<file path="src/rtl/pair_sym_pkg.sv">
// Shared definitions for the pair-symbol link: line symbol encodings and the
// transmitter state encoding, reused by the receiver/checker side.
package pair_sym_pkg;

    localparam logic [1:0] SYM_IDLE = 2'b01;
    localparam logic [1:0] SYM_ZERO = 2'b01;
    localparam logic [1:0] SYM_ONE  = 2'b10;
    localparam logic [1:0] SYM_MARK = 2'b11;

    typedef enum logic [1:0] {
        ST_IDLE = 2'd0,
        ST_MARK = 2'd1,
        ST_DATA = 2'd2,
        ST_PAR  = 2'd3
    } state_e;

    // Manchester symbol for one payload bit; never has equal bits.
    function automatic logic [1:0] data_sym(input logic b);
        return b ? SYM_ONE : SYM_ZERO;
    endfunction

endpackage

</file>
<file path="src/rtl/pair_sym_tx.sv">
// Framed 2-bit symbol transmitter: marker, DATA_W Manchester data symbols
// (MSB first) and an optional even-parity symbol, one symbol per clock.
module pair_sym_tx #(
    parameter int unsigned DATA_W    = 8,
    parameter bit          PARITY_EN = 1'b1
) (
    input  logic              clk,
    input  logic              rstn,
    input  logic              tx_valid,
    output logic              tx_ready,
    input  logic [DATA_W-1:0] tx_data,
    output logic [1:0]        sym_out,
    output logic              busy,
    output logic              frame_done
);
    import pair_sym_pkg::*;

    localparam int unsigned         CNT_W    = (DATA_W > 1) ? $clog2(DATA_W) : 1;
    localparam logic [CNT_W-1:0]    CNT_LAST = CNT_W'(DATA_W - 1);

    state_e              state_q, state_d;
    logic [DATA_W-1:0]   shreg_q, shreg_d;
    logic [CNT_W-1:0]    cnt_q,   cnt_d;
    logic                par_q,   par_d;
    logic [1:0]          sym_q,   sym_d;
    logic                busy_q,  busy_d;
    logic                done_q,  done_d;
    logic                last_sym;
    logic                accept;

    // Last symbol of a frame is on the line; a new word may be taken now.
    always_comb begin
        last_sym = (state_q == ST_PAR) ||
                   ((state_q == ST_DATA) && (cnt_q == CNT_LAST) && !PARITY_EN);
        tx_ready = (state_q == ST_IDLE) || last_sym;
        accept   = tx_valid && tx_ready;
    end

    // Next-state, shift register, bit counter and parity capture.
    always_comb begin
        state_d = state_q;
        shreg_d = shreg_q;
        cnt_d   = cnt_q;
        par_d   = par_q;
        case (state_q)
            ST_IDLE: begin
                if (accept) begin
                    state_d = ST_MARK;
                    shreg_d = tx_data;
                    par_d   = ^tx_data;
                end
            end
            ST_MARK: begin
                state_d = ST_DATA;
                cnt_d   = '0;
            end
            ST_DATA: begin
                shreg_d = {shreg_q[DATA_W-2:0], 1'b0};
                if (cnt_q == CNT_LAST) begin
                    cnt_d = '0;
                    if (PARITY_EN) begin
                        state_d = ST_PAR;
                    end else if (accept) begin
                        state_d = ST_MARK;
                        shreg_d = tx_data;
                        par_d   = ^tx_data;
                    end else begin
                        state_d = ST_IDLE;
                    end
                end else begin
                    cnt_d = cnt_q + 1'b1;
                end
            end
            ST_PAR: begin
                if (accept) begin
                    state_d = ST_MARK;
                    shreg_d = tx_data;
                    par_d   = ^tx_data;
                end else begin
                    state_d = ST_IDLE;
                end
            end
            default: state_d = ST_IDLE;
        endcase
    end

    // Outputs are decoded from the next register values so that sym_out,
    // busy and frame_done are flops that line up with the registered state.
    always_comb begin
        case (state_d)
            ST_MARK: sym_d = SYM_MARK;
            ST_DATA: sym_d = data_sym(shreg_d[DATA_W-1]);
            ST_PAR:  sym_d = data_sym(par_d);
            default: sym_d = SYM_IDLE;
        endcase
        busy_d = (state_d != ST_IDLE);
        done_d = (state_d == ST_PAR) ||
                 ((state_d == ST_DATA) && (cnt_d == CNT_LAST) && !PARITY_EN);
    end

    // State and output registers; reset aborts any frame immediately.
    always_ff @(posedge clk or negedge rstn) begin
        if (!rstn) begin
            state_q <= ST_IDLE;
            shreg_q <= '0;
            cnt_q   <= '0;
            par_q   <= 1'b0;
            sym_q   <= SYM_IDLE;
            busy_q  <= 1'b0;
            done_q  <= 1'b0;
        end else begin
            state_q <= state_d;
            shreg_q <= shreg_d;
            cnt_q   <= cnt_d;
            par_q   <= par_d;
            sym_q   <= sym_d;
            busy_q  <= busy_d;
            done_q  <= done_d;
        end
    end

    assign sym_out    = sym_q;
    assign busy       = busy_q;
    assign frame_done = done_q;

endmodule

</file>
<file path="config.mk">
export PLATFORM = sky130hd
export DESIGN_NAME = pair_sym_tx
export DESIGN_NICKNAME = d
export VERILOG_FILES = /design/src/rtl/pair_sym_pkg.sv /design/src/rtl/pair_sym_tx.sv
export SDC_FILE = /design/constraint.sdc
export NUM_CORES = 1
export LEC_CHECK = 0
export ABC_AREA = 1
export ABC_CLOCK_PERIOD_IN_PS = 1700
export CORE_MARGIN = 2
export CORE_UTILIZATION = 47
export DETAILED_ROUTE_END_ITERATION = 16
export GPL_TIMING_DRIVEN = 0
export HOLD_SLACK_MARGIN = 0.1
export MAX_ROUTING_LAYER = met4
export PLACE_DENSITY = 0.74
export SYNTH_ARGS = -nofsm -noshare
export SYNTH_HDL_FRONTEND = slang
export SYNTH_SLANG_ARGS = --single-unit
</file>
<file path="constraint.sdc">
create_clock -name clk -period 1.7 [get_ports clk]
set_input_delay 0.34 -clock clk [delete_from_list [all_inputs] [get_ports clk]]
set_output_delay 0.34 -clock clk [all_outputs]
set_load 0.1 [all_outputs]
</file>
## Word level (Yosys, flattened, before mapping)

Cells that the tools add are included.

- Register bits: 18
- Input bits: 11
- Word-level logic and storage cells: 39

- Add/subtract/negate cells: 1
- Equal/unequal tests: 8
- Mux-type cells: 13
- Reduce and logical (&&, ||, !) cells: 9

Operator list:

| operator | number |
|---|---|
| one-hot mux 8 bit (2 select lines) | 1 |
| == test 2 bit (second input constant) | 4 |
| 2-to-1 mux 2 bit | 4 |
| 2-to-1 mux 8 bit | 1 |
| one-hot mux 2 bit (4 select lines) | 1 |
| parity 8 bit | 1 |
| one-hot mux 2 bit (3 select lines) | 1 |
| one-hot mux 3 bit (2 select lines) | 1 |
| nonzero test 2 bit | 3 |
| == test 2 x 1 -> 1 bit (second input constant) | 2 |
| adder 3 x 1 -> 3 bit (second input constant) | 1 |
| == test 3 bit (second input constant) | 1 |
| 2-to-1 mux 1 bit | 3 |
| 2-to-1 mux 3 bit | 1 |
| zero test 2 bit | 1 |
| inequality test 2 x 1 -> 1 bit (second input constant) | 1 |
| AND reduction 2 bit | 1 |
| OR reduction 2 bit | 1 |
| logical AND 1 bit | 1 |
| logical OR 1 bit | 1 |

## Depth between registers and ports, before layout

- Word-level depth: 7
- Gate-level depth with buffers: 12
- Depth with buffers taken out: 12

## Least setup slack after synthesis

OpenSTA, ideal clock, no wires.

- Path kind: reg-to-reg
- Start: reg state_q[0]
- End: reg sym_q[0], in the netlist sym_out[0]
- Data arrival time: 1829 ps
- Required time: 1627 ps
- Path slack: -201 ps
- Cell stages (with the launch flop): 12
- Period minus slack after synthesis: 1901 ps
- Cell sequence: dfrtp_1 -> inv_1 -> ha_1 -> inv_2 -> nand2_4 -> buf_6 -> o22ai_2 -> nand2_1 -> nand2_1 -> nand3_1 -> nand2_1 -> inv_1

- Longest elaborated chain between the ends: 7
- Elaborated cells between the ends (all ways): 21
- Classes of those cells: eq/ne: 6; mux: 11; reduce/logical: 4

RTL lines:

| item | RTL line | RTL |
|---|---|---|
| start: declaration | pair_sym_tx.sv:21 | `state_e state_q, state_d;` |
| start signal: assignment | pair_sym_tx.sv:112 | `state_q <= state_d;` |
| == test 2 bit / zero test 2 bit (equally long branches) | pair_sym_tx.sv:33, pair_sym_tx.sv:45, pair_sym_tx.sv:35 |  |
| logical OR 1 bit | pair_sym_tx.sv:35 | `tx_ready = (state_q == ST_IDLE) \|\| last_sym;` |
| logical AND 1 bit | pair_sym_tx.sv:36 | `accept = tx_valid && tx_ready;` |
| 2-to-1 mux 2 bit | pair_sym_tx.sv:47 | `if (accept) begin` |
| one-hot mux 2 bit (4 select lines) * | pair_sym_tx.sv:45 | `case (state_q)` |
| net state_d[1] | pair_sym_tx.sv:21 |  |
| == test 2 bit / == test 2 x 1 -> 1 bit (equally long branches) | pair_sym_tx.sv:90 | `case (state_d)` |
| one-hot mux 2 bit (3 select lines) * | pair_sym_tx.sv:90 |  |
| net sym_d[0] | pair_sym_tx.sv:25 | `logic [1:0] sym_q, sym_d;` |
| end signal: assignment | pair_sym_tx.sv:116 | `sym_q <= sym_d;` |
| end: declaration | pair_sym_tx.sv:25 |  |

Mark *: on every way through the listed nets, which the timed path passes. The rest lies on a longest branch. The select of a mux whose other input is x is not followed.
A chain may end at the register's enable or synchronous reset.

## Final worst setup path

- Start: reg state_q[1]
- End: out tx_ready

- Longest elaborated chain between the ends: 2
- Elaborated cells between the ends (all ways): 3
- Classes of those cells: eq/ne: 1; reduce/logical: 2

RTL lines:

| item | RTL line | RTL |
|---|---|---|
| == test 2 bit / zero test 2 bit (equally long branches) | pair_sym_tx.sv:33, pair_sym_tx.sv:35 |  |
| logical OR 1 bit * | pair_sym_tx.sv:35 |  |
| end: declaration | pair_sym_tx.sv:10 | `output logic tx_ready,` |

Mark *: on every way between the ends. The rest lies on a longest branch, timed or not.

==> impl_metrics.ini <==
[clocking]
cts.sinks = 18
worst_skew_pair.late_latency_ps = 280
cts_hold_buf = 0
cts_made_buffers = 3
root_buffer = clkbuf_4
htreeDepth = 1
clockBufferDepth = 2
cts_tree = done
cts.clk_slew.worst_paths_ps = 100

[drt]
drt_wl_total_um = 1940
drtIter0Drc = 16
postRouteAntennaNets = 0
via_count = 955
dr.pass1.iters = 4
vias_per_cell = 5.11
drc = 0
routedWlPerCell_um = 10.4

[global_routing]
grt_pass1_wl_um = 3480
grt_usage = 0.178
antenna_found_initial = 0
grt_overflow = 0
grt_start_max_net_pins = 19
grt_pass1_vias = 844

[critical_path]
required_ps = 1360
cpLargestDelayFamily = flip-flops
slowest_stage = dfrtp_1
critPathLaunchType = flop
cp.arrival_ps = 1290
crit_type = flop to output pin
slowest_delay_ps = 420
ff2ff_path_depth = 8
cp_num_cells = 4
endpoint_kind = output pin
crit_fanout = 8
cp_num_buf_inv = 3
path_cells = inv_2 > ha_4 > inv_8 > buf_12

[sta]
skew_ps = 2.14
hold_viol_final = 0
min_period_over_period = 0.960
min_period_ps = 1630
max_slew_margin = 0.472
layout_setup_ws_ps = 67.6
fmax_mhz = 613
slew_viol_final = 0
worstMarginPinSlew_ps = 790
grt_setup_unrepaired = no
setup_viol = 0

[power_and_ir_drop]
vdd_drop_max_uv = 1210
p_total_uw = 2450
leakage_uw = 0.000679
cellPowerDensity_mw_per_mm2 = 1880

[synth]
synth_area_mm2 = 0.00105
yosys.area.top_type = dfrtp_1
synth_fp_nets = 156
avgSynthCellArea_um2 = 7.58
yosys_warnings = 0
synth_area_leaders = dfrtp_1 40%, nand2_1 19%, inv_1 7.5%
ys_types = 22
netlist.area_leader.share = 0.404
synthCells = 139
synth-seq-cells = 18
seq_area_frac_synth = 0.429

[finish]
nets = 177
drive_gt1_frac = 0.151
area_growth_syn_to_layout_pct = 23.5
antenna_cells = 0

[floorplanning]
dieWidth_um = 51.3
die_h_um = 51.3
die_area_mm2 = 0.00264
ios = 16
start_util = 0.486
std_cell_rows = 17
coreArea_mm2 = 0.00217

[flow_run]
cap_violations = 0

[place]
hpwl_um = 1530
numPortBuffers = 15
place_ws_ps = -723
gp_congestion = 0.831

[worst_hold_path]
holdPathStages = 2
hold_class = flop to flop

[run_status]
outcome = finished, final reports clean
## worst min-delay path: cells and delay by family, from the launching register on
family / cells / cell delay [ps]
DFF: 1 / 360
and+or+nand+nor: 2 / 110
## cell usage after synthesis (all sizes together)
master and instances:
o32ai 1, o31ai 1, o21ai 10, and2 1
inv 24, o22ai 7, nor2 2, nand2 55
or2 1, dfstp 1, buf 2, nand3 11
ha 6, dfrtp 17
## state kept, by name (all words and copies together), names as in the netlist
register and cells:
cnt_q 3, frame_done 1, shreg_q 8, sym_out 2
state_q 2, par_q 1, busy 1
## routing by layer
metal / vias to the layer above / routed length, um / global-route usage
met5: - / 0 / -
met4: 0 / 0 / 0.0132
met3: 0 / 90 / 0.0526
met2: 26 / 966 / 0.303
met1: 444 / 879 / 0.220
li1: 485 / - / -
## power breakdown
part	switching, uW	internal [uW]
Clock	123	91.1
Sequential	59.5	606
Combinational	1050	522
## cell type report
type	instances	area, um^2
fillers	210	868
multi-input cells	95	505
plain buffers	2	18.8
well taps	28	35.0
clock buffers	4	26.3
flip-flops and latches	18	452
inverters	24	97.6
repair buffers	16	166
## through the flow
stage	cells	util	hold WS, ps	instance area, um^2	setup TNS (ps)
after global placement	182	0.574	471	1250	-1150
after detailed placement	182	0.574	485	1250	-1170
after global routing	187	0.600	520	1300	0
after CTS	187	0.601	509	1300	0
after floorplan	139	-	44.4	1060	0
final	187	0.600	496	1300	0
## path summary, 6_finish.rpt
| path | to | start | slack [ps] |
|---|---|---|---|
| max | tx_ready | state_q[1]$_DFF_PN0_ | 70 |
| min | cnt_q[2]$_DFFE_PN0P_ | cnt_q[2]$_DFFE_PN0P_ | 500 |
| max reg2reg | par_q$_DFF_PN0_ | state_q[1]$_DFF_PN0_ | 130 |
| min reg2reg | cnt_q[2]$_DFFE_PN0P_ | cnt_q[2]$_DFFE_PN0P_ | 500 |
| max in group asynchronous | par_q$_DFF_PN0_ | rstn | 710 |
| min in group asynchronous | shreg_q[2]$_DFFE_PN0P_ | rstn | 510 |
## cell usage in the layout, fill, tap and decap left out
cell,instances
inv_2,4
buf_12,1
and2_1,1
clkdlybuf4s15_2,3
nor2_1,1
dfrtp_1,17
nand3_2,1
buf_6,1
clkdlybuf4s50_1,10
o21ai_0,3
clkbuf_1,1
o22ai_1,6
ha_4,1
nand3_1,10
buf_4,2
nand2_1,52
buf_2,1
inv_1,19
dfstp_2,1
o31ai_1,1
o22ai_2,1
or2_1,1
ha_1,5
nor2_2,1
nand2_2,2
inv_8,1
clkbuf_4,3
nand2_4,1
o32ai_1,1
o21ai_1,7
## logic make-up after synthesis
kind of cell | share of synthesized area
flip-flops | 0.429
AO/OA/AOI/OAI | 0.110
buffers and inverters | 0.103
AND/OR/NAND/NOR | 0.286
adder cells (fa/ha/maj) | 0.0713
## timing repair
action,4_1_cts,5_1_grt
pin swaps,0,1
gates resized for setup,23,4
endpoints found under the setup margin,11,5
buffers inserted,1,0
endpoints found under the hold margin,0,0
Power figures use the tool's default switching activity.
